==> config.mk <==
export PLATFORM = sky130hd
export DESIGN_NAME = duty_button_conditioner
export DESIGN_NICKNAME = d
export VERILOG_FILES = /design/src/rtl/duty_button_conditioner.sv
export SDC_FILE = /design/constraint.sdc
export NUM_CORES = 1
export LEC_CHECK = 0
export CAP_MARGIN = 20
export CORE_MARGIN = 2
export CORE_UTILIZATION = 50
export CTS_BUF_LIST = sky130_fd_sc_hd__clkbuf_8
export DETAILED_ROUTE_END_ITERATION = 10
export GPL_TIMING_DRIVEN = 1
export PLACE_DENSITY = 0.68
export SLEW_MARGIN = 20
export SYNTH_ARGS = -nofsm -noshare
export SYNTH_HDL_FRONTEND = slang
export SYNTH_SLANG_ARGS = --single-unit
==> constraint.sdc <==
create_clock -name clk -period 4.14 [get_ports clk]
set_clock_uncertainty 0.05 [all_clocks]
set_input_delay 1.035 -clock clk [delete_from_list [all_inputs] [get_ports clk]]
set_output_delay 1.035 -clock clk [all_outputs]
set_load 0.05 [all_outputs]
==> src/rtl/duty_button_conditioner.sv <==
// duty_button_conditioner
// Front end of the PWM duty-cycle generator. Each raw push button is
// synchronized, debounced and turned into one-cycle step requests. Holding a
// button auto-repeats. Holding both buttons locks both of them out.
//
// Ports:
//   clk          system clock
//   rst          asynchronous active-high reset
//   ena          pulse-output enable; 0 masks duty_inc/duty_dec, state keeps running
//   btn_inc_raw  raw asynchronous increase button
//   btn_dec_raw  raw asynchronous decrease button
//   duty_inc     registered one-cycle increase request
//   duty_dec     registered one-cycle decrease request
//   inc_level    registered debounced level of the increase button
//   dec_level    registered debounced level of the decrease button
module duty_button_conditioner #(
  parameter int unsigned DEBOUNCE_CYCLES = 4,
  parameter int unsigned REPEAT_DELAY    = 20,
  parameter int unsigned REPEAT_PERIOD   = 8,
  parameter int unsigned CNT_W           = 24
) (
  input  logic clk,
  input  logic rst,
  input  logic ena,
  input  logic btn_inc_raw,
  input  logic btn_dec_raw,
  output logic duty_inc,
  output logic duty_dec,
  output logic inc_level,
  output logic dec_level
);

  localparam int unsigned NCH    = 2;
  localparam int unsigned CH_INC = 0;
  localparam int unsigned CH_DEC = 1;

  // Terminal counts; guarded so a zero parameter never underflows.
  localparam int unsigned DB_LAST = (DEBOUNCE_CYCLES > 0) ? DEBOUNCE_CYCLES - 1 : 0;
  localparam int unsigned RD_LAST = (REPEAT_DELAY    > 0) ? REPEAT_DELAY    - 1 : 0;
  localparam int unsigned RP_LAST = (REPEAT_PERIOD   > 0) ? REPEAT_PERIOD   - 1 : 0;

  typedef enum logic [1:0] {
    IDLE        = 2'd0,
    PRESS       = 2'd1,
    HOLD_DELAY  = 2'd2,
    HOLD_REPEAT = 2'd3
  } state_e;

  logic [NCH-1:0]   raw;
  logic [NCH-1:0]   meta_q;
  logic [NCH-1:0]   sync_q;
  logic [NCH-1:0]   stable_q;
  logic [NCH-1:0]   stable_d;
  logic [CNT_W-1:0] dcnt_q [NCH];
  logic [CNT_W-1:0] dcnt_d [NCH];
  logic [CNT_W-1:0] rcnt_q [NCH];
  logic [CNT_W-1:0] rcnt_d [NCH];
  state_e           state_q [NCH];
  state_e           state_d [NCH];
  logic [NCH-1:0]   pulse_c;
  logic             lock_now;
  logic             lock_prev;

  assign raw = {btn_dec_raw, btn_inc_raw};

  // Two-flop synchronizer, debounced level and debounce counters.
  always_ff @(posedge clk or posedge rst) begin : sync_debounce_reg
    if (rst) begin
      meta_q    <= '0;
      sync_q    <= '0;
      stable_q  <= '0;
      dcnt_q[0] <= '0;
      dcnt_q[1] <= '0;
    end else begin
      meta_q    <= raw;
      sync_q    <= meta_q;
      stable_q  <= stable_d;
      dcnt_q[0] <= dcnt_d[0];
      dcnt_q[1] <= dcnt_d[1];
    end
  end

  // Debounce: count consecutive disagreeing samples; flip on the last one.
  always_comb begin : debounce_next
    stable_d = stable_q;
    for (int i = 0; i < NCH; i++) begin
      dcnt_d[i] = '0;
      if (sync_q[i] != stable_q[i]) begin
        if (dcnt_q[i] == CNT_W'(DB_LAST)) begin
          stable_d[i] = sync_q[i];
        end else begin
          dcnt_d[i] = dcnt_q[i] + CNT_W'(1);
        end
      end
    end
  end

  // Per-channel press/repeat state machine with mutual lockout. Decisions use
  // the levels as they will be after this edge, so the press pulse lands on
  // the same edge as the debounced rise.
  always_comb begin : fsm_next
    lock_now  = &stable_d;
    lock_prev = &stable_q;
    pulse_c   = '0;
    for (int i = 0; i < NCH; i++) begin
      state_d[i] = state_q[i];
      rcnt_d[i]  = rcnt_q[i];
      if (!stable_d[i]) begin
        state_d[i] = IDLE;
        rcnt_d[i]  = '0;
      end else if (lock_now) begin
        // Both held: park in HOLD_DELAY with the repeat counter frozen at 0.
        state_d[i] = HOLD_DELAY;
        rcnt_d[i]  = '0;
      end else if (!stable_q[i]) begin
        state_d[i] = PRESS;
        rcnt_d[i]  = '0;
        pulse_c[i] = 1'b1;
      end else if (lock_prev) begin
        // Other button just released: restart the delay, no pulse.
        state_d[i] = HOLD_DELAY;
        rcnt_d[i]  = '0;
      end else begin
        unique case (state_q[i])
          // PRESS is the first cycle of the repeat delay, so it counts too.
          PRESS, HOLD_DELAY: begin
            state_d[i] = HOLD_DELAY;
            if (REPEAT_DELAY != 0) begin
              if (rcnt_q[i] == CNT_W'(RD_LAST)) begin
                state_d[i] = HOLD_REPEAT;
                rcnt_d[i]  = '0;
                pulse_c[i] = 1'b1;
              end else begin
                rcnt_d[i] = rcnt_q[i] + CNT_W'(1);
              end
            end
          end
          HOLD_REPEAT: begin
            if (rcnt_q[i] == CNT_W'(RP_LAST)) begin
              rcnt_d[i]  = '0;
              pulse_c[i] = 1'b1;
            end else begin
              rcnt_d[i] = rcnt_q[i] + CNT_W'(1);
            end
          end
          default: begin
            state_d[i] = state_q[i];
          end
        endcase
      end
    end
  end

  // State, repeat counters and registered step requests.
  always_ff @(posedge clk or posedge rst) begin : fsm_reg
    if (rst) begin
      state_q[0] <= IDLE;
      state_q[1] <= IDLE;
      rcnt_q[0]  <= '0;
      rcnt_q[1]  <= '0;
      duty_inc   <= 1'b0;
      duty_dec   <= 1'b0;
    end else begin
      state_q[0] <= state_d[0];
      state_q[1] <= state_d[1];
      rcnt_q[0]  <= rcnt_d[0];
      rcnt_q[1]  <= rcnt_d[1];
      duty_inc   <= ena & pulse_c[CH_INC];
      duty_dec   <= ena & pulse_c[CH_DEC];
    end
  end

  assign inc_level = stable_q[CH_INC];
  assign dec_level = stable_q[CH_DEC];

endmodule

==> results.txt, run 1 <==
outcome = completed
Mapped Area = 5770 um2
IO Port Bufs = 8
die footprint = 12400 um2
Max Cap Viol = 0
fraction of layout cells with a size suffix above 1 = 4.66%
Hold Vio Cnt, Final = 0
crit path max fanout = 13
GRT Total Usage = 20.3%
latest clock arrival within the worst-skew pair = 0.39 ns
fin. max-slew vios = 0
Layout area overhead = 8.15%
maximum VDD drop = 0.239 mV
number of routed nets with antenna violations = 0
crit path from = dcnt_q[0]
Cells after Synth = 633
Max Freq = 317 MHz
setup TNS = 0 ns
share of the synthesized area in the top cell type = 46.8%
Vias = 4640
Net Count, Synth = 646
Setup Fix Bufs, Post-CTS = 0
first-pass GRT wire length = 21.0 mm
WL/cell = 15.0 um
grt ovf = 0
# clock sinks = 108
row cnt = 39
beginning of the worst hold path = meta_q[1]
Antenna diodes = 0
Tightest Pin Transition = 1.01 ns
drt first pass iters = 5
critical path required time = 4.41 ns
Synth Register Bits = 108
final WL = 11.8 mm
initial antenna violation count = 0
register area share after synthesis = 46.8%
worst r2r src = dcnt_q[0]
Via density = 5.90
Starting Density = 51.0%
DRC violations left = 0
Critical Path Sink Type = register
Worst Hold Class = register to register
crit path launch type = register
Pwr Total = 2.60 mW
NetSw = 0.930 mW
critical path arrival = 3.43 ns
RSZ-0062 raised after global routing = false
Synth cell types = 54
H-Tree Depth = 3
CTS tree = built
sw frac = 35.8%
Async SR Flop Fraction = 100%
leak pwr = 2.60 nW
Tmin final = 3.16 ns
Comb pwr share = 27.0%
DIE HEIGHT = 111 um
final setup violation count = 0
Clock Power Share = 28.0%
CORE AREA = 11300 um2
DRT iter0 DRCs = 366
Inserted Clock Buffers = 9
CTS Root Cell = clkbuf_8
Die W = 111 um
vias in the first global route = 4555
RePlAce Congestion = 0.857
syn_area_per_cell = 9.12 um2
Final HPWL DP = 8.09 mm
Final Net Count = 652
Top FF cell, synth = dfrtp_1
Post-synth EDFFs = 0
Reg power frac = 45.0%
Ys Warns = 0
IO Count = 9
hold_ws = 0.317 ns
Critical Setup Path Class = register to register
largest net degree at the start of global routing = 55
final period utilization = 76.3%
pwr dens = 416 nW/um2
dominant cell type by area after synthesis = dfrtp_1
cts hold-fix bufs = 0
Synth area leaders = dfrtp_1, nor2_1, xnor2_1
internal power contribution = 1.67 mW
final-layout fill cell count = 1041
Worst slew margin = 31.8%
CTS max path bufs = 2
post-CTS sizing = 0
clock slew at the register clock pins of the worst setup and hold paths = 0.11 ns
## per-layer routing
| layer | share of wire (%) | global-route usage, % | routed length (um) |
|---|---|---|---|
| met4 | 0.75 | 7.74 | 89 |
| met3 | 4.5 | 4.19 | 533 |
| met1 | 48 | 28.4 | 5700 |
| met5 | 0 | 0 | 0 |
| met2 | 47 | 31.3 | 5520 |
## logic make-up after synthesis
kind of cell	synth area share (%)
AO/OA/AOI/OAI	10.8
XOR/XNOR	8.20
adder cells (fa/ha/maj)	1.73
buffers and inverters	2.54
flip-flops	46.8
multiplexers	0.369
AND/OR/NAND/NOR	29.5
## cells in the final DEF (no fill, tap or decap), drive strengths merged, types with 2 or more instances in the layout
| cell type | synthesis | final |
|---|---|---|
| nor2 | 84 | 84 |
| and3 | 18 | 18 |
| ha | 8 | 8 |
| nor2b | 10 | 10 |
| clkbuf | 15 | 10 |
| or4 | 13 | 13 |
| nor4b | 3 | 3 |
| nand2b | 2 | 2 |
| nor4 | 22 | 22 |
| inv | 19 | 20 |
| o21ai | 36 | 36 |
| dfrtp | 108 | 108 |
| nand2 | 57 | 57 |
| or2 | 2 | 2 |
| or3 | 10 | 10 |
| a22oi | 3 | 3 |
| clkinv | 0 | 2 |
| a21oi | 20 | 20 |
| nand3 | 36 | 36 |
| xor2 | 27 | 27 |
| a22o | 11 | 11 |
| xnor2 | 27 | 27 |
| nand4b | 3 | 3 |
| nand4 | 18 | 18 |
| bufinv | 0 | 2 |
| nand3b | 5 | 5 |
| a31oi | 13 | 13 |
| and2 | 8 | 8 |
| o211a | 2 | 2 |
| buf | 4 | 6 |
| and4 | 9 | 9 |
| nor3 | 22 | 22 |
| clkdlybuf4s50 | 0 | 8 |
## critical path: stages, from the launching register on
cell     delay [ns]
dfrtp_1        0.42
ha_1           0.25
nor4b_1        0.16
and4_1         0.23
a31oi_1        0.46
nand3_1        0.44
a21oi_1        0.84
a22o_1         0.24
## sequential cells by signal, indices dropped and copies added (netlist names)
signal,cells
dcnt_q,48
meta_q,2
state_q,4
duty_inc,1
sync_q,2
duty_dec,1
stable_q,2
rcnt_q,48
## path summary, 6_finish.rpt
path	slack [ns]	endpoint	cells after the start
min	0.32	sync_q[1]	0
max in group asynchronous	2.26	state_q[2]	3
min in group asynchronous	1.06	dcnt_q[9]	2
min reg2reg	0.32	sync_q[1]	0
max	0.98	rcnt_q[30]	7
max reg2reg	0.98	rcnt_q[30]	7
## Yosys cell counts, drive strengths merged (18+ instances only)
cell and instances:
o21ai 36, inv 19, and3 18, nor3 22
nand2 57, dfrtp 108, xnor2 27, a21oi 20
xor2 27, nor4 22, nor2 84, nand3 36
nand4 18
## stage by stage
| stage | utilization [%] | instances | setup slack [ns] | cell area, um2 |
|---|---|---|---|---|
| final | 55.1 | 787 | 0.981 | 6240 |
| after global routing | 55.1 | 787 | 0.732 | 6240 |
| after CTS | 55.1 | 787 | 1.01 | 6240 |
| after detailed placement | 53.1 | 771 | 1.05 | 6010 |
| after global placement | 53.1 | 771 | 1.18 | 6010 |
| after floorplan | - | 633 | 0.209 | 5770 |
## final cells by class
| cell class | count | area [um2] | share of cell area (%) |
|---|---|---|---|
| clock inverters | 6 | 88.8 | 1.42 |
| well taps | 143 | 179 | 2.87 |
| inverters | 19 | 73.8 | 1.18 |
| flip-flops and latches | 108 | 2700 | 43.3 |
| multi-input cells | 487 | 2920 | 46.8 |
| repair buffers | 14 | 138 | 2.21 |
| clock buffers | 10 | 138 | 2.21 |
## power by group through the flow
stage | Clock (mW) | Combinational [mW] | Sequential [mW]
6_report | 0.727 | 0.701 | 1.17
3_3_place_gp | 0 | 0.685 | 1.19
3_5_place_dp | 0 | 0.700 | 1.19
2_1_floorplan | 0 | 0.487 | 1.21
4_1_cts | 0.752 | 0.705 | 1.17
5_1_grt | 0.790 | 0.784 | 1.18
Power figures use the tool's default switching activity.
==> run 2, diff against run 1 <==
Clock period 4.14 ns to 2.8 ns, I/O delays scaled along.
==> run 2 against run 1 <==
  * Design area rose by 1.5%
  * Sequential power rose by 48%
  * Largest cell class unchanged
  * Critical path type unchanged
  * Wire length rose by 3.1%
==> results.txt, run 2 (synthesized netlist as in run 1, its figures left out) <==
Tmin final = 2.55 ns (-0.611 ns)
met2 GRT Util = 32.8% (+1.5 points)
Antenna diodes = 0 (unchanged)
Pwr Total = 3.95 mW (+52%)
Starting Density = 51.0% (unchanged)
leak pwr = 2.65 nW (+2.1%)
Clock Power Share = 28.0% (about the same)
vias in the first global route = 4540 (-0.33%)
first-pass GRT wire length = 21.3 mm (+1.4%)
final setup margin = 0.253 ns (-0.729 ns)
RePlAce Congestion = 0.808 (-5.6%)
cell family with most CP delay = simple AND/OR/NAND/NOR gates
Util after Layout = 56.0% (+0.85 points)
Placed Area = 6080 um2 (+1.1%)
outcome = completed
number of routed nets with antenna violations = 0 (unchanged)
most used routing layer = met2
largest net degree at the start of global routing = 82 (+49%)
largest registers = dcnt_q x48, rcnt_q x48, state_q x4
pwr dens = 624 nW/um2 (+50%)
# clock sinks = 108 (unchanged)
crit-path cells = ha_1, nand3_2, or4_4, nor3_4, nand4_1, or4_1, a31oi_1
IO Port Bufs = 8 (unchanged)
WL/cell = 15.3 um (+1.9%)
CTS max path bufs = 2 (unchanged)
initial antenna violation count = 0 (unchanged)
final setup violation count = 0 (unchanged)
CTS Root Cell = clkbuf_8
die footprint = 12400 um2 (unchanged)
fraction of layout cells with a size suffix above 1 = 6.28% (+1.6 points)
final-layout fill cell count = 1000 (-3.9%)
Buf+Inv Stages, Crit Path = 0 (unchanged)
drt first pass iters = 6 (+1)
Setup Fix Bufs, Post-CTS = 0 (unchanged)
final instance area = 6340 um2 (+1.5%)
internal power contribution = 2.57 mW (+54%)
Tightest Pin Transition = 0.575 ns (-0.439 ns)
M1 GR Usage = 28.5% (+0.14 points)
Worst Hold Class = register to register
fin. max-slew vios = 0 (unchanged)
Comb pwr share = 28.3% (+1.3 points)
Reg power frac = 43.7% (-1.3 points)
Worst slew margin = 61.7% (+30 points)
crit path max fanout = 5 (-8)
area of the multi-input gates = 2940 um2 (+0.77%)
GRT Total Usage = 20.7% (+0.40 points)
Die W = 111 um (unchanged)
crit path launch type = register
latest clock arrival within the worst-skew pair = 0.38 ns (about the same)
grt ovf = 0 (unchanged)
critical path arrival = 2.81 ns (-0.62 ns)
commonest non-fill, non-tap cell in the layout = dfrtp_1
Vias = 4710 (+1.5%)
crit-path max cell delay = 0.60 ns (-0.24 ns)
Inserted Clock Buffers = 9 (unchanged)
maximum VDD drop = 0.399 mV (+67%)
grt met3 use = 4.57% (+0.38 points)
Max Cap Viol = 0 (unchanged)
Layout area overhead = 9.82%
Slowest cell on crit path = or4_4
critical path required time = 3.06 ns (-1.35 ns)
worst slack, placed = -0.0408 ns (-1.09 ns)
NetSw = 1.39 mW (+49%)
H-Tree Depth = 3 (unchanged)
sw frac = 35.1% (-0.69 points)
final WL = 12.2 mm (+3.1%)
Hold Vio Cnt, Final = 0 (unchanged)
clock slew at the register clock pins of the worst setup and hold paths = 0.10 ns (about the same)
sequential cell area = 2700 um2 (unchanged)
final period utilization = 91.0% (+15 points)
DRT iter0 DRCs = 345 (-5.7%)
most frequent cells in the layout = dfrtp_1, nor2_1, nand2_1
Final Net Count = 661 (+1.4%)
CORE AREA = 11300 um2 (unchanged)
Critical Setup Path Class = register to register
CTS tree = built
row cnt = 39 (unchanged)
DIE HEIGHT = 111 um (unchanged)
Critical Path Sink Type = register
Final HPWL DP = 8.39 mm (+3.7%)
RSZ-0062 raised after global routing = false
Via density = 5.92 (+0.36%)
IO Count = 9 (unchanged)
Max Freq = 393 MHz (+24%)
DRC violations left = 0 (unchanged)
-- run 2: layout make-up --
| class | instances | share of cell area (%) |
|---|---|---|
| multi-input cells | 487 | 46.5 |
| flip-flops and latches | 108 | 42.6 |
| repair buffers | 23 | 3.24 |
| well taps | 143 | 2.82 |
| clock buffers | 9 | 1.95 |
| clock inverters | 7 | 1.70 |
| inverters | 19 | 1.18 |
-- run 2: power by group through the flow --
| stage | combinational, mW | sequential [mW] | clock [mW] |
|---|---|---|---|
| after floorplan | 0.720 | 1.80 | 0 |
| after global placement | 1.07 | 1.75 | 0 |
| after detailed placement | 1.09 | 1.76 | 0 |
| after CTS | 1.10 | 1.73 | 1.14 |
| after global routing | 1.24 | 1.74 | 1.20 |
| final | 1.12 | 1.73 | 1.11 |
-- run 2: final timing paths --
kind | depth (start not counted) | end | slack, ns | startpoint
min | 0 | sync_q[1] | 0.31 | meta_q[1]
max in group asynchronous | 3 | rcnt_q[29] | 1.38 | rst
min in group asynchronous | 2 | dcnt_q[20] | 0.59 | rst
max reg2reg | 7 | rcnt_q[20] | 0.25 | rcnt_q[0]
min reg2reg | 0 | sync_q[1] | 0.31 | meta_q[1]
max | 7 | rcnt_q[20] | 0.25 | rcnt_q[0]
-- run 2: layer usage --
metal	part of all wire (%)	vias to the layer above
met5	0	-
met4	1.9	0
met3	3.2	17
met2	46	83
met1	48	2288
li1	-	2322
-- run 2: per-stage QoR --
step	cells	setup TNS, ns	hold WS (ns)
floorplan	633	0	0.281
CTS	796	0	0.310
global placement	780	0	0.288
finish	796	0	0.306
detailed placement	780	-0.349	0.286
global route	796	0	0.310
-- run 2: repair_timing --
action,in CTS,in global routing
gates resized for setup,1,3
hold buffers,0,0
pin swaps,0,0
endpoints found under the setup margin,11,1
==> run 3, diff against run 2 <==
Settings changed: CTS_CLUSTER_DIAMETER set to 200.
==> results of run 3 <==
The final DEF is identical to that of run 2; final timing and power are the same.
